--- config.mk ---
export PLATFORM = sky130hd
export DESIGN_NAME = dsp_config_loader
export DESIGN_NICKNAME = d
export VERILOG_FILES = /design/src/rtl/dsp_cfg_pkg.sv /design/src/rtl/dsp_config_loader_cfg_shift_reg.sv /design/src/rtl/dsp_config_loader.sv
export SDC_FILE = /design/constraint.sdc
export NUM_CORES = 1
export LEC_CHECK = 0
export CAP_MARGIN = 20
export CORE_MARGIN = 2
export CORE_UTILIZATION = 54
export CTS_BUF_LIST = sky130_fd_sc_hd__clkbuf_8 sky130_fd_sc_hd__clkbuf_16
export DETAILED_ROUTE_END_ITERATION = 12
export PLACE_DENSITY = 0.78
export SYNTH_ARGS = -nofsm -noshare
export SYNTH_HDL_FRONTEND = slang
export SYNTH_SLANG_ARGS = --single-unit
--- constraint.sdc ---
create_clock -name clk -period 3.4 [get_ports clk]
set_clock_uncertainty 0.15 [all_clocks]
set_input_delay 0.85 -clock clk [delete_from_list [all_inputs] [get_ports clk]]
set_output_delay 0.85 -clock clk [all_outputs]
set_load 0.03 [all_outputs]
--- src/rtl/dsp_cfg_pkg.sv ---
// Shared types and constants for the DSP slice configuration-chain loader.
// Stage indices name the output-manager bits of the default 4-flop chain.
package dsp_cfg_pkg;

   typedef enum logic [1:0] {
      ST_IDLE,
      ST_LOAD,
      ST_VERIFY,
      ST_RESP
   } state_t;

   localparam int OM_CHAIN_LEN = 4;

   localparam int AUTORESET_PATDET0  = 0;
   localparam int AUTORESET_PATDET1  = 1;
   localparam int AUTORESET_PRIORITY = 2;
   localparam int IS_RSTP_INVERTED   = 3;

endpackage

--- src/rtl/dsp_config_loader_cfg_shift_reg.sv ---
// Transmit/capture shift registers for the configuration chain: rotates the command
// word out MSB-first and collects configuration_output MSB-first.
module cfg_shift_reg
   import dsp_cfg_pkg::*;
#(
   parameter int CHAIN_LEN = OM_CHAIN_LEN
)
(
   input  logic                 clk,
   input  logic                 reset,
   input  logic                 load,
   input  logic [CHAIN_LEN-1:0] load_data,
   input  logic                 tx_shift,
   input  logic                 rx_shift,
   input  logic                 rx_in,
   output logic                 tx_bit,
   output logic [CHAIN_LEN-1:0] tx_word,
   output logic [CHAIN_LEN-1:0] rx_next
);

   logic [CHAIN_LEN-1:0] tx_q;
   logic [CHAIN_LEN-1:0] rx_q;

   // Rotation rather than a plain shift: after each full pass the word is back in
   // place, so the verify pass can re-send it and compare against it directly.
   // NOTE: sequential state uses non-blocking assignments so every flop samples
   // pre-edge values regardless of block ordering.
   always_ff @(posedge clk or posedge reset) begin
      if (reset) begin
         tx_q <= '0;
      end else if (load) begin
         tx_q <= load_data;
      end else if (tx_shift) begin
         tx_q <= (tx_q << 1) | (tx_q >> (CHAIN_LEN - 1));
      end
   end

   always_ff @(posedge clk or posedge reset) begin
      if (reset) begin
         rx_q <= '0;
      end else if (rx_shift) begin
         rx_q <= rx_next;
      end
   end

   assign tx_bit  = tx_q[CHAIN_LEN-1];
   assign tx_word = tx_q;
   // Includes the bit arriving on this edge, so the final capture is usable immediately.
   assign rx_next = (rx_q << 1) | CHAIN_LEN'(rx_in);

endmodule

--- src/rtl/dsp_config_loader.sv ---
// Sequencer for a DSP slice serial configuration chain: shifts a command word in,
// returns the previous chain word, optionally re-shifts to verify, holds the slice meanwhile.
module dsp_config_loader
   import dsp_cfg_pkg::*;
#(
   parameter int CHAIN_LEN = OM_CHAIN_LEN
)
(
   input  logic                 clk,
   input  logic                 reset,
   input  logic                 cmd_valid,
   output logic                 cmd_ready,
   input  logic [CHAIN_LEN-1:0] cmd_data,
   input  logic                 cmd_verify,
   output logic                 rsp_valid,
   input  logic                 rsp_ready,
   output logic [CHAIN_LEN-1:0] rsp_rdata,
   output logic                 rsp_error,
   output logic                 configuration_input,
   output logic                 configuration_enable,
   input  logic                 configuration_output,
   output logic                 dsp_hold,
   output logic                 cfg_loaded
);

   localparam int            CW   = $clog2(CHAIN_LEN + 1);
   localparam logic [CW-1:0] LAST = CW'(CHAIN_LEN);

   state_t               state, state_n;
   logic [CW-1:0]        cnt, cnt_n;
   logic                 verify_q;
   logic                 ready_n, valid_n, err_n, cin_n, cen_n, hold_n, loaded_n;
   logic [CHAIN_LEN-1:0] rdata_n;
   logic                 load, tx_shift, tx_bit;
   logic [CHAIN_LEN-1:0] tx_word, rx_next;

   cfg_shift_reg #(.CHAIN_LEN(CHAIN_LEN)) u_shift (
      .clk       (clk),
      .reset     (reset),
      .load      (load),
      .load_data (cmd_data),
      .tx_shift  (tx_shift),
      .rx_shift  (configuration_enable),
      .rx_in     (configuration_output),
      .tx_bit    (tx_bit),
      .tx_word   (tx_word),
      .rx_next   (rx_next)
   );

   // cnt counts bits already driven onto configuration_input in the current pass.
   // NOTE: every signal written here gets a default first, so no path infers a latch.
   always_comb begin
      state_n  = state;
      cnt_n    = cnt;
      ready_n  = cmd_ready;
      valid_n  = rsp_valid;
      rdata_n  = rsp_rdata;
      err_n    = rsp_error;
      cin_n    = configuration_input;
      cen_n    = configuration_enable;
      hold_n   = dsp_hold;
      loaded_n = cfg_loaded;
      load     = 1'b0;
      tx_shift = 1'b0;
      case (state)
         ST_IDLE: begin
            if (cmd_valid && cmd_ready) begin
               state_n = ST_LOAD;
               cnt_n   = '0;
               ready_n = 1'b0;
               load    = 1'b1;
            end
         end
         ST_LOAD, ST_VERIFY: begin
            if (cnt != LAST) begin
               cen_n    = 1'b1;
               hold_n   = 1'b1;
               cin_n    = tx_bit;
               tx_shift = 1'b1;
               cnt_n    = cnt + 1'b1;
            end else if (state == ST_LOAD && verify_q) begin
               // Verify pass follows with no gap: the first bit goes out on this edge.
               state_n  = ST_VERIFY;
               rdata_n  = rx_next;
               cin_n    = tx_bit;
               tx_shift = 1'b1;
               cnt_n    = CW'(1);
            end else begin
               state_n = ST_RESP;
               cen_n   = 1'b0;
               hold_n  = 1'b0;
               cin_n   = 1'b0;
               valid_n = 1'b1;
               if (state == ST_LOAD) begin
                  rdata_n  = rx_next;
                  err_n    = 1'b0;
                  loaded_n = 1'b1;
               end else begin
                  err_n    = (rx_next != tx_word);
                  loaded_n = (rx_next == tx_word);
               end
            end
         end
         ST_RESP: begin
            if (rsp_ready) begin
               state_n = ST_IDLE;
               valid_n = 1'b0;
               ready_n = 1'b1;
            end
         end
         default: begin
            state_n = ST_IDLE;
            ready_n = 1'b1;
            valid_n = 1'b0;
            cen_n   = 1'b0;
            hold_n  = 1'b0;
         end
      endcase
   end

   always_ff @(posedge clk or posedge reset) begin
      if (reset) begin
         state                <= ST_IDLE;
         cnt                  <= '0;
         verify_q             <= 1'b0;
         cmd_ready            <= 1'b1;
         rsp_valid            <= 1'b0;
         rsp_rdata            <= '0;
         rsp_error            <= 1'b0;
         configuration_input  <= 1'b0;
         configuration_enable <= 1'b0;
         dsp_hold             <= 1'b0;
         cfg_loaded           <= 1'b0;
      end else begin
         state                <= state_n;
         cnt                  <= cnt_n;
         if (load) verify_q   <= cmd_verify;
         cmd_ready            <= ready_n;
         rsp_valid            <= valid_n;
         rsp_rdata            <= rdata_n;
         rsp_error            <= err_n;
         configuration_input  <= cin_n;
         configuration_enable <= cen_n;
         dsp_hold             <= hold_n;
         cfg_loaded           <= loaded_n;
      end
   end

endmodule

# [After elaboration in Yosys (flattened, before gate mapping)]
# Cells that the tools add are included.
[totals] ff_bits=23 word_cells=76 in_bits=10
[classes] add_sub_neg=1 n_reduce_logical=16 n_bitwise=4 eq_ne=12 n_mux=31
[op_table] operator="two-way mux 1 bit" count=17
[op_table] operator="two-way mux 4 bit" count=4
[op_table] operator="AND reduction 3 bit" count=5
[op_table] operator="inequality test 2 bit (second input constant)" count=5
[op_table] operator="nonzero test 2 bit" count=5
[op_table] operator="two-way mux 3 bit" count=3
[op_table] operator="OR 4 x 1 -> 4 bit" count=2
[op_table] operator="two-way mux 2 bit" count=3
[op_table] operator="inequality test 3 bit (second input constant)" count=2
[op_table] operator="case mux 2 bit (3 select lines)" count=1
[op_table] operator="case mux 3 bit (2 select lines)" count=1
[op_table] operator="== test 2 bit (second input constant)" count=2
[op_table] operator="== test 4 bit" count=1
[op_table] operator="inequality test 4 bit" count=1
[op_table] operator="case mux 1 bit (2 select lines)" count=2
[op_table] operator="AND reduction 4 bit" count=1
[op_table] operator="adder 3 x 1 -> 3 bit (second input constant)" count=1
[op_table] operator="== test 2 x 1 -> 1 bit (second input constant)" count=1
[op_table] operator="logical AND 1 bit" count=2
[op_table] operator="logical NOT 2 bit" count=1
[op_table] operator="NOT 1 bit" count=2
[op_table] operator="AND reduction 2 bit" count=1
[op_table] operator="OR reduction 2 bit" count=1

# [Longest topological paths before layout]
# Gate-level depths: netlist of run 1.
[logic_depth] word_depth=7 ltp_mapped=6 depth_no_buf=6

# [Cells and area by module]
# Synthesis of run 1 repeated with hierarchy kept, for this count alone.
[unflattened] cells_unflattened=110 hier_area_um2=1178.6
[by_module_without_submodules] module="dsp_config_loader" seq_area_each_um2=401.6 cells_each=84 instances=1 area_per_inst_um2=864.6
[by_module_without_submodules] module="cfg_shift_reg" seq_area_each_um2=175.2 cells_each=26 instances=1 area_per_inst_um2=314.1

# [Worst setup path after synthesis of run 1]
# No wires, ideal clock.
[synth_timing] path_kind="register to output" from="register dsp_hold" to="output dsp_hold" required_ps=2400 stages_incl_launch_ff=2 setup_slack_ps=1606 t_arrival_ps=794 path_cell_list="dfrtp_1 > buf_4"
[synth_lines] element="from (decl)" line_no="dsp_config_loader.sv:22" source="output logic dsp_hold,"
[synth_lines] element="from (signal assigned)" line_no="dsp_config_loader.sv:144" source="dsp_hold <= hold_n;"
# No word-level cell between the ends.

# [Worst setup path in the final report of run 1]
[layout_timing] from="register cmd_ready" to="output cmd_ready"
[layout_lines] element="from (decl)" line_no="dsp_config_loader.sv:12" source="output logic cmd_ready,"
[layout_lines] element="from (signal assigned)" line_no="dsp_config_loader.sv:138" source="cmd_ready <= ready_n;"
# No word-level cell between the ends.

==> flow_metrics.tcl, run 1 <==
set metrics [dict create \
    drtPass1Iterations 4 \
    grt_pass1_vias 905 \
    arrival_ns 1.54 \
    cp.required_ns 2.40 \
    rsz0062_at_grt "false" \
    clk_latency_ns 0.26 \
    ys_async_sr_fraction 1.00 \
    period_share 0.747 \
    io_buffers 20 \
    cp_slowest_cell "clkdlybuf4s50_1" \
    yosysWarnings 0 \
    nFillCells 140 \
    gr-total-overflow 0 \
    grt_first_pass_wirelength_um 3970 \
    clock_path_buffers 2 \
    hold_buffers 0 \
    cts-resized-gates 0 \
    grt_max_degree 24 \
    timing.final.hold_violations 0 \
    num_vias 873 \
    synth_nets 125 \
    num_io_pins 21 \
    cts_root_buf "clkbuf_8" \
    ff_latch_area_um2 577 \
    final_cell_mix "dfrtp_1, clkdlybuf4s50_1, nand2_1, nor2_1, inv_1" \
    rows 16 \
    routed_wl_um 2200 \
    synth.avg_cell_area_um2 10.4 \
    crit_family "buffers and inverters" \
    crit_type "register to output port" \
    vias_per_cell 5.53 \
    layout-drive-gt1-share 0.145 \
    ys_ff_latch 23 \
    post_cts_buffers 0 \
    diodes 0 \
    synth_edf_count 0 \
    die_area_mm2 0.00249 \
    ant_nets 0 \
    synthCells 110 \
    cpPeakStageDelay_ns 0.69 \
    syn_area_mm2 0.00114 \
    synthDistinctLibCells 28 \
    synthToLayoutAreaGrowth_pct 23.1 \
    dp_hpwl_um 1710 \
    holdWs_ns 0.349 \
    cts_buffers 3 \
    cts_tree "built" \
    peakVddDrop_uv 618 \
    clkTransAtPathRegs_ns 0.08 \
    maxSlewViolCount 0 \
    powerDensity_mw_per_mm2 1040 \
    endpoint_kind "output port" \
    hp-class "register to register" \
    htree_levels 1 \
    maxSlewHeadroom 0.446 \
    setup_viol_count_final 0 \
    min_period_ns 2.54 \
    multi_input_area_um2 507 \
    crit_buf_inv 1 \
    path_cells "clkdlybuf4s50_1" \
    clock-sinks 23 \
    startpoint_type "register" \
    start_util 0.574 \
    core_area_mm2 0.00198 \
    cp_max_fo 5 \
    final_common_cell "dfrtp_1" \
    drc 0 \
    max_freq_mhz 394 \
    tns_ns 0 \
    leakagePower_nw 0.634 \
    wl_per_cell_um 13.9 \
    antenna_found_initial 0 \
    routabilityCongestion 0.775 \
    worst_pin_slew_ns 0.831 \
    nets 147 \
    drt_iter0_drc 13 \
    track_usage 0.211 \
    fp.dieH_um 49.9 \
    status "finished clean" \
    die_w_um 49.9 \
    drv_cap 0 \
    yosysSeqAreaShare 0.507 \
    ys.flop_type "dfrtp_1" \
]
## per-layer routing
layer | vias up | wire [µm] | share of wire | track usage
li1 | 423 | - | - | -
met1 | 427 | 1000 | 0.46 | 0.254
met2 | 19 | 1110 | 0.50 | 0.373
met3 | 4 | 57 | 0.026 | 0.0182
met4 | 0 | 29 | 0.013 | 0.106
met5 | - | 0 | 0 | 0
## where the power goes
part / internal [mW] / switching (mW) / total [mW] / leakage (nW)
combinational: 0.333 / 0.435 / 0.769 / 0.333
clock: 0.0818 / 0.0856 / 0.167 / 0.0255
sequential: 0.407 / 0.108 / 0.515 / 0.276
total: 0.822 / 0.629 / 1.45 / 0.634
## cells in the mapped netlist, drive strengths merged (3+ instances only)
| master | count | area, µm² |
|---|---|---|
| dfrtp | 22 | 551 |
| nand2 | 14 | 57.6 |
| nor2 | 11 | 41.3 |
| inv | 10 | 37.5 |
| mux2 | 9 | 101 |
| a21oi | 6 | 30.0 |
| a31oi | 5 | 31.3 |
| ha | 5 | 62.6 |
| o21ai | 5 | 28.8 |
| xor2 | 4 | 35.0 |
| buf | 3 | 17.5 |
## cell type report
class,instances,area share
multi-input cells,74,0.362
flip-flops and latches,23,0.412
clock inverters,1,0.00357
clock buffers,3,0.0295
well taps,27,0.0241
repair buffers,20,0.143
inverters,10,0.0268
## registers in the layout (all words and copies together) (netlist names), 2 cells and up
signal           cells
rsp_rdata            4
u_shift.tx_word      4
cnt                  3
state                2
u_shift.rx_q         3
## cell families (layout without fill, tap and decap cells)
family,Yosys count,count (layout),share of synthesized area
AOI/OAI and AO/OA,22,22,0.123
xor gates and xnor gates,4,4,0.0308
adders and majority gates,5,5,0.0549
buffers and inverters,13,34,0.0484
DFF,23,23,0.507
muxes,10,10,0.0978
and+or+nand+nor,33,33,0.138
## path summary, 6_finish.rpt
check                           slack [ns]      start                  to  cells after the start
worst min-delay path                  0.35  rsp_error           rsp_error                      1
worst min register to register        0.35  rsp_error           rsp_error                      1
worst max-delay path                  0.86  cmd_ready           cmd_ready                      1
min in group asynchronous             0.89      reset           rsp_error                      2
max in group asynchronous             1.69      reset            state[0]                      2
worst max register to register        1.32   state[0]  u_shift.tx_word[0]                      6
## metrics by stage
step | instance area [µm²] | setup WS (ns) | std cells | utilization | power, mW
after floorplan | 1140 | 1.61 | 110 | - | 1.06
after global placement | 1360 | 1.04 | 154 | 0.684 | 1.26
after detailed placement | 1360 | 0.985 | 154 | 0.684 | 1.29
after CTS | 1400 | 0.855 | 158 | 0.707 | 1.46
after global routing | 1400 | 0.825 | 158 | 0.707 | 1.56
final | 1400 | 0.859 | 158 | 0.707 | 1.45
Note: power is estimated with default switching activity, not from simulation.
==> run 2: changes to the inputs <==
Settings changed: CORE_UTILIZATION 54 to 50, PLACE_DENSITY 0.78 to 0.73.
Clock period 3.4 ns to 2.39 ns, I/O delays scaled along.
==> flow_metrics.tcl, run 2 (same netlist as run 1, synthesis figures left out) <==
set metrics [dict create \
    clkTransAtPathRegs_ns 0.09 \
    grt_max_degree 24 \
    layout-drive-gt1-share 0.152 \
    power_frac_seq 0.354 \
    r2r_setup_slack_ns 0.29 \
    cp.depth 1 \
    start_util 0.520 \
    hold_depth 1 \
    setup_viol_count_final 0 \
    grt_pass1_vias 832 \
    worstReg2RegEnd "u_shift.tx_word[2]" \
    status "finished clean" \
    hp-class "register to register" \
    routabilityCongestion 0.725 \
    leakagePower_nw 0.635 \
    cp-startpoint "cmd_ready" \
    arrival_ns 1.54 \
    rsz0062_at_grt "false" \
    cts-resized-gates 0 \
    internal_power_mw 1.17 \
    clock-sinks 23 \
    clock_path_buffers 2 \
    die_area_mm2 0.00267 \
    cp.required_ns 1.64 \
    final_common_cell "dfrtp_1" \
    vias_per_cell 5.23 \
    post-route-util 0.645 \
    drv_cap 0 \
    dp_hpwl_um 1630 \
    reg2reg_from "state[0]" \
    core_area_mm2 0.00219 \
    htree_levels 1 \
    die_w_um 51.7 \
    combPwrFrac 0.527 \
    p_switching_mw 0.896 \
    crit_type "register to output port" \
    endpoint_kind "output port" \
    cts_tree "built" \
    startpoint_type "register" \
    placed_cells 156 \
    tns_ns 0 \
    num_io_pins 21 \
    final_cell_mix "dfrtp_1, clkdlybuf4s50_1, nand2_1, nor2_1, inv_1" \
    wl_per_cell_um 13.4 \
    num_vias 836 \
    cpPeakStageDelay_ns 0.68 \
    maxSlewViolCount 0 \
    clk_latency_ns 0.27 \
    hold_buffers 0 \
    period_share 0.957 \
    io_buffers 20 \
    maxSlewHeadroom 0.637 \
    diodes 0 \
    timing.final.hold_violations 0 \
    routed_wl_um 2150 \
    track_usage 0.183 \
    cts_buffers 3 \
    pwr-share-clk 0.119 \
    holdWs_ns 0.342 \
    gr-total-overflow 0 \
    min_period_ns 2.29 \
    rr_worst_depth 6 \
    final_area_mm2 0.00141 \
    max_freq_mhz 437 \
    post_cts_buffers 0 \
    fin_cells 160 \
    worst_pin_slew_ns 0.543 \
    antenna_found_initial 0 \
    place_area_mm2 0.00136 \
    nets 148 \
    cts_root_buf "clkbuf_8" \
    p_sw_frac 0.433 \
    rows 17 \
    crit_family "buffers and inverters" \
    fp.dieH_um 51.7 \
    cp_slowest_cell "clkdlybuf4s50_1" \
    powerDensity_mw_per_mm2 1460 \
    endpoint "cmd_ready" \
    drtPass1Iterations 4 \
    drt_iter0_drc 9 \
    path_cells "clkdlybuf4s50_1" \
    peakVddDrop_uv 791 \
    synthToLayoutAreaGrowth_pct 24.1 \
    crit_buf_inv 1 \
    ant_nets 0 \
    cp_max_fo 5 \
    drc 0 \
    grt_first_pass_wirelength_um 3570 \
]
==> run 2: per-layer routing <==
layer	part of all wire	up-vias	global-route usage
met5	0	-	0
met4	0.0042	0	0.0658
met3	0.040	2	0.0402
met2	0.48	14	0.318
met1	0.47	400	0.223
li1	-	420	-
==> run 2: area by class of cell <==
cell class,count,area (µm²)
Multi-Input combinational cell,74,507
Inverter,10,37.5
Clock buffer,3,41.3
Sequential cell,23,577
Tap cell,28,35.0
Timing Repair Buffer,21,208
Clock inverter,1,7.51
Fill cell,185,778
==> run 2: power by group through the flow <==
| stage | combinational, mW | clock [mW] | sequential (mW) |
|---|---|---|---|
| 2_1_floorplan | 0.651 | 0 | 0.852 |
| 3_3_place_gp | 1.06 | 0 | 0.731 |
| 3_5_place_dp | 1.09 | 0 | 0.741 |
| 4_1_cts | 1.10 | 0.250 | 0.734 |
| 5_1_grt | 1.19 | 0.266 | 0.756 |
| 6_report | 1.09 | 0.246 | 0.731 |
==> run 2: worst min path at each step <==
stage                   start         to
floorplan            verify_q   verify_q
global placement    rsp_error  rsp_error
detailed placement  rsp_error  rsp_error
CTS                 rsp_error  rsp_error
global route        rsp_error  rsp_error
finish              rsp_error  rsp_error
==> run 2: per-stage QoR <==
step / setup slack (ns) / power (mW)
floorplan: 0.665 / 1.50
global placement: 0.281 / 1.80
detailed placement: 0.257 / 1.84
CTS: 0.0947 / 2.08
global route: 0.0645 / 2.21
finish: 0.104 / 2.07
==> run 3: changes to the inputs <==
Settings changed: CORE_MARGIN 2 to not set.
==> flow_metrics.tcl, run 3 (same netlist as run 1, synthesis figures left out) <==
set metrics [dict create \
    dp_hpwl_um 1720 \
    ant_nets 0 \
    pwr-share-clk 0.115 \
    synthToLayoutAreaGrowth_pct 24.4 \
    timing.final.hold_violations 0 \
    cp.required_ns 1.64 \
    htree_levels 1 \
    drtPass1Iterations 6 \
    clk_latency_ns 0.26 \
    layout-drive-gt1-share 0.158 \
    endpoint_kind "output port" \
    grt_pass1_vias 867 \
    grt_max_degree 14 \
    track_usage 0.215 \
    crit_buf_inv 1 \
    gr-total-overflow 0 \
    nets 149 \
    arrival_ns 1.54 \
    io_buffers 20 \
    grt_first_pass_wirelength_um 3920 \
    vias_per_cell 5.39 \
    clock_path_buffers 2 \
    startpoint_type "register" \
    combPwrFrac 0.532 \
    status "finished clean" \
    cts_tree "built" \
    drt_iter0_drc 13 \
    leakagePower_nw 0.644 \
    final_cell_mix "dfrtp_1, clkdlybuf4s50_1, nand2_1, nor2_1, inv_1" \
    maxSlewHeadroom 0.655 \
    diodes 0 \
    drv_cap 0 \
    hold_buffers 0 \
    tns_ns 0 \
    crit_type "register to output port" \
    drc 0 \
    placed_cells 156 \
    cpPeakStageDelay_ns 0.69 \
    worst_pin_slew_ns 0.515 \
    cts-resized-gates 0 \
    clock-sinks 23 \
    r2r_setup_slack_ns 0.54 \
    final_common_cell "dfrtp_1" \
    rows 16 \
    p_switching_mw 0.919 \
    max_freq_mhz 437 \
    fin_cells 160 \
    holdWs_ns 0.359 \
    num_io_pins 21 \
    period_share 0.957 \
    peakVddDrop_uv 868 \
    rsz0062_at_grt "false" \
    crit_family "buffers and inverters" \
    cts_buffers 3 \
    clkTransAtPathRegs_ns 0.08 \
    nFillCells 177 \
    path_cells "clkdlybuf4s50_1" \
    post_cts_buffers 0 \
    routed_wl_um 2370 \
    powerDensity_mw_per_mm2 1490 \
    internal_power_mw 1.19 \
    setup_viol_count_final 0 \
    cts_root_buf "clkbuf_8" \
    die_w_um 49.7 \
    wl_per_cell_um 14.8 \
    die_area_mm2 0.00247 \
    p_sw_frac 0.437 \
    cp_slowest_cell "clkdlybuf4s50_1" \
    total_power_mw 2.11 \
    antenna_found_initial 0 \
    power_frac_seq 0.353 \
    num_vias 862 \
    routabilityCongestion 0.771 \
    maxSlewViolCount 0 \
    fp.dieH_um 49.7 \
    core_area_mm2 0.00204 \
    hp-class "register to register" \
    cp_max_fo 5 \
    start_util 0.558 \
    min_period_ns 2.29 \
]
[run 3: changes by cell type in the layout (fill, tap and decap cells not counted)]
cell	previous run	this run
clkinv_2	0	1
buf_4	1	2
clkinvlp_4	1	0
[run 3: final cells by class]
type	count	area (µm²)	share of cell area
clock buffers	3	41.3	0.0292
well taps	27	33.8	0.0239
flip-flops and latches	23	577	0.407
multi-input cells	74	507	0.358
repair buffers	22	215	0.152
inverters	10	37.5	0.0265
clock inverters	1	5.00	0.00353
[run 3: stage by stage]
step	util	cell area [µm²]	worst slack [ns]
after floorplan	-	1140	0.665
after global placement	0.671	1370	0.278
after detailed placement	0.671	1370	0.232
after CTS	0.694	1420	0.0911
after global routing	0.694	1420	0.0656
final	0.694	1420	0.103
[run 3: power groups by stage]
stage | sequential, mW | clock, mW | combinational, mW
global route | 0.766 | 0.262 | 1.21
detailed placement | 0.744 | 0 | 1.11
finish | 0.744 | 0.242 | 1.12
CTS | 0.741 | 0.249 | 1.12
floorplan | 0.852 | 0 | 0.651
global placement | 0.734 | 0 | 1.08
[run 3: layer usage]
metal	vias up	routed length [µm]	track usage
met5	-	0	0
met4	0	37	0.143
met3	6	78	0.0370
met2	23	1090	0.322
met1	408	1160	0.283
li1	425	-	-
[run 3: final timing paths]
check / from / endpoint / cells after the start
worst max-delay path: cmd_ready / cmd_ready / 1
worst min-delay path: rsp_rdata[2] / rsp_rdata[2] / 1
worst max register to register: state[0] / u_shift.tx_word[2] / 6
worst min register to register: rsp_rdata[2] / rsp_rdata[2] / 1
max in group asynchronous: reset / cnt[2] / 3
min in group asynchronous: reset / rsp_error / 2
==> RTL edit (settings of run 2) <==
`OM_CHAIN_LEN`: 4 -> 8.
--- a/src/rtl/dsp_cfg_pkg.sv
+++ b/src/rtl/dsp_cfg_pkg.sv
@@ -9,7 +9,7 @@
       ST_RESP
    } state_t;
 
-   localparam int OM_CHAIN_LEN = 4;
+   localparam int OM_CHAIN_LEN = 8;
 
    localparam int AUTORESET_PATDET0  = 0;
    localparam int AUTORESET_PATDET1  = 1;
Interface: changed (resized cmd_data and rsp_rdata); port bits go from 21 to 29. No check against the original RTL was run, so the function may have changed too.
==> RTL edit against run 2 <==
  * First-iteration DRC count grew to 3.9 times the old value
  * Sequential cell count is 13 higher
  * Setup slack improved by 0.0023 ns
  * Via count increased by 48%
  * Area after synthesis is 53% higher
  * Count of clock-buffer cells in the layout grew 2
  * Critical endpoint unchanged
  * Total power fell by 43%
  * Largest power group is now sequential cells
  * Cell area increased by 54%
  * Worst hold slack improved by 0.012 ns
  * Routed wire length grew 54%
==> RTL edit: results (changes against run 2) <==
* Status: finished, final reports clean
* Worst slew pin tran at 0.553 ns (+0.0100 ns)
* Metal-1 WL at 1.55 mm (+54%)
* Cell variety after synth at 30 (+7.1%)
* XOR/XNOR Fraction of Synth Area at 4.03% (+0.95 points)
* CTS H-tree depth at 2 (+1)
* Non-clock buffering overhead at 14.2% (-0.52 points)
* GR Layer Usage met2 at 29.9% (-1.9 points)
* Largest net degree at the start of global routing at 37 (+54%)
* Seq Cell Count at 36 (+57%)
* Clock power frac at 45.1% (+33 points)
* Most frequent cells after synthesis: dfrtp_1 (35), nand2_1 (27), inv_1 (10), nor2_1 (10), mux2_2 (9)
* Compound-Gate Fraction of Synth Area at 9.86% (-2.4 points)
* Routed wl met2 at 1.56 mm (+51%)
* Multi-input logic portion of the cell area at 34.7% (-1.2 points)
* Placer congestion estimate at 0.781 (+7.7%)
* Met3 wire len at 146 um (+70%)
* Share of layout cells above drive strength 1 at 17.3% (+2.1 points)
* Avg Vias per Cell at 5.22 (-0.11%)
* NetSw at 0.239 mW (-73%)
* HPWL after DPL at 2.33 mm (+43%)
* Clock network area share at 5.13% (+1.7 points)
* Total global-route track usage at 19.1% (+0.75 points)
* Non-clk bufs at 31 (+48%)
* Met1 Track Usage GR at 24.8% (+2.4 points)
* Vias in the first global route at 1248 (+50%)
* PortBufs at 28 (+40%)
* Clock-pin slew on the worst setup and hold paths at 0.07 ns (-0.02 ns)
* Worst vdd ir at 0.356 mV (-55%)
* Routing usage on met3 at 6.67% (+2.6 points)
* Combinational Power at 0.0370 mW (-97%)
-- RTL edit: changes by cell type in the layout (fill, tap and decap cells not counted), moves of 3 or more --
cell / delta
xor2_1: +4
mux2_4: +8
dfrtp_1: +13
a31oi_1: +3
nand2_1: +15
o21ai_0: +4
clkdlybuf4s50_1: +6
-- RTL edit: stage by stage --
step	cell area (um^2)	instances	hold slack, ns
6_report	2170	237	0.353
5_1_grt	2170	237	0.374
2_1_floorplan	1740	158	0.329
4_1_cts	2160	237	0.362
3_5_place_dp	2050	229	0.346
3_3_place_gp	2050	229	0.334
-- RTL edit: path summary, 6_finish.rpt --
path | startpoint | depth (start not counted) | to | slack (ns)
setup reg to reg | state[0] | 6 | cnt[2] | 0.34
setup / recovery | cmd_ready | 1 | cmd_ready | 0.11
min in group asynchronous | reset | 3 | u_shift.rx_q[5] | 0.56
hold / removal | rsp_error | 1 | rsp_error | 0.35
hold reg to reg | rsp_error | 1 | rsp_error | 0.35
max in group asynchronous | reset | 3 | cmd_ready | 1.19
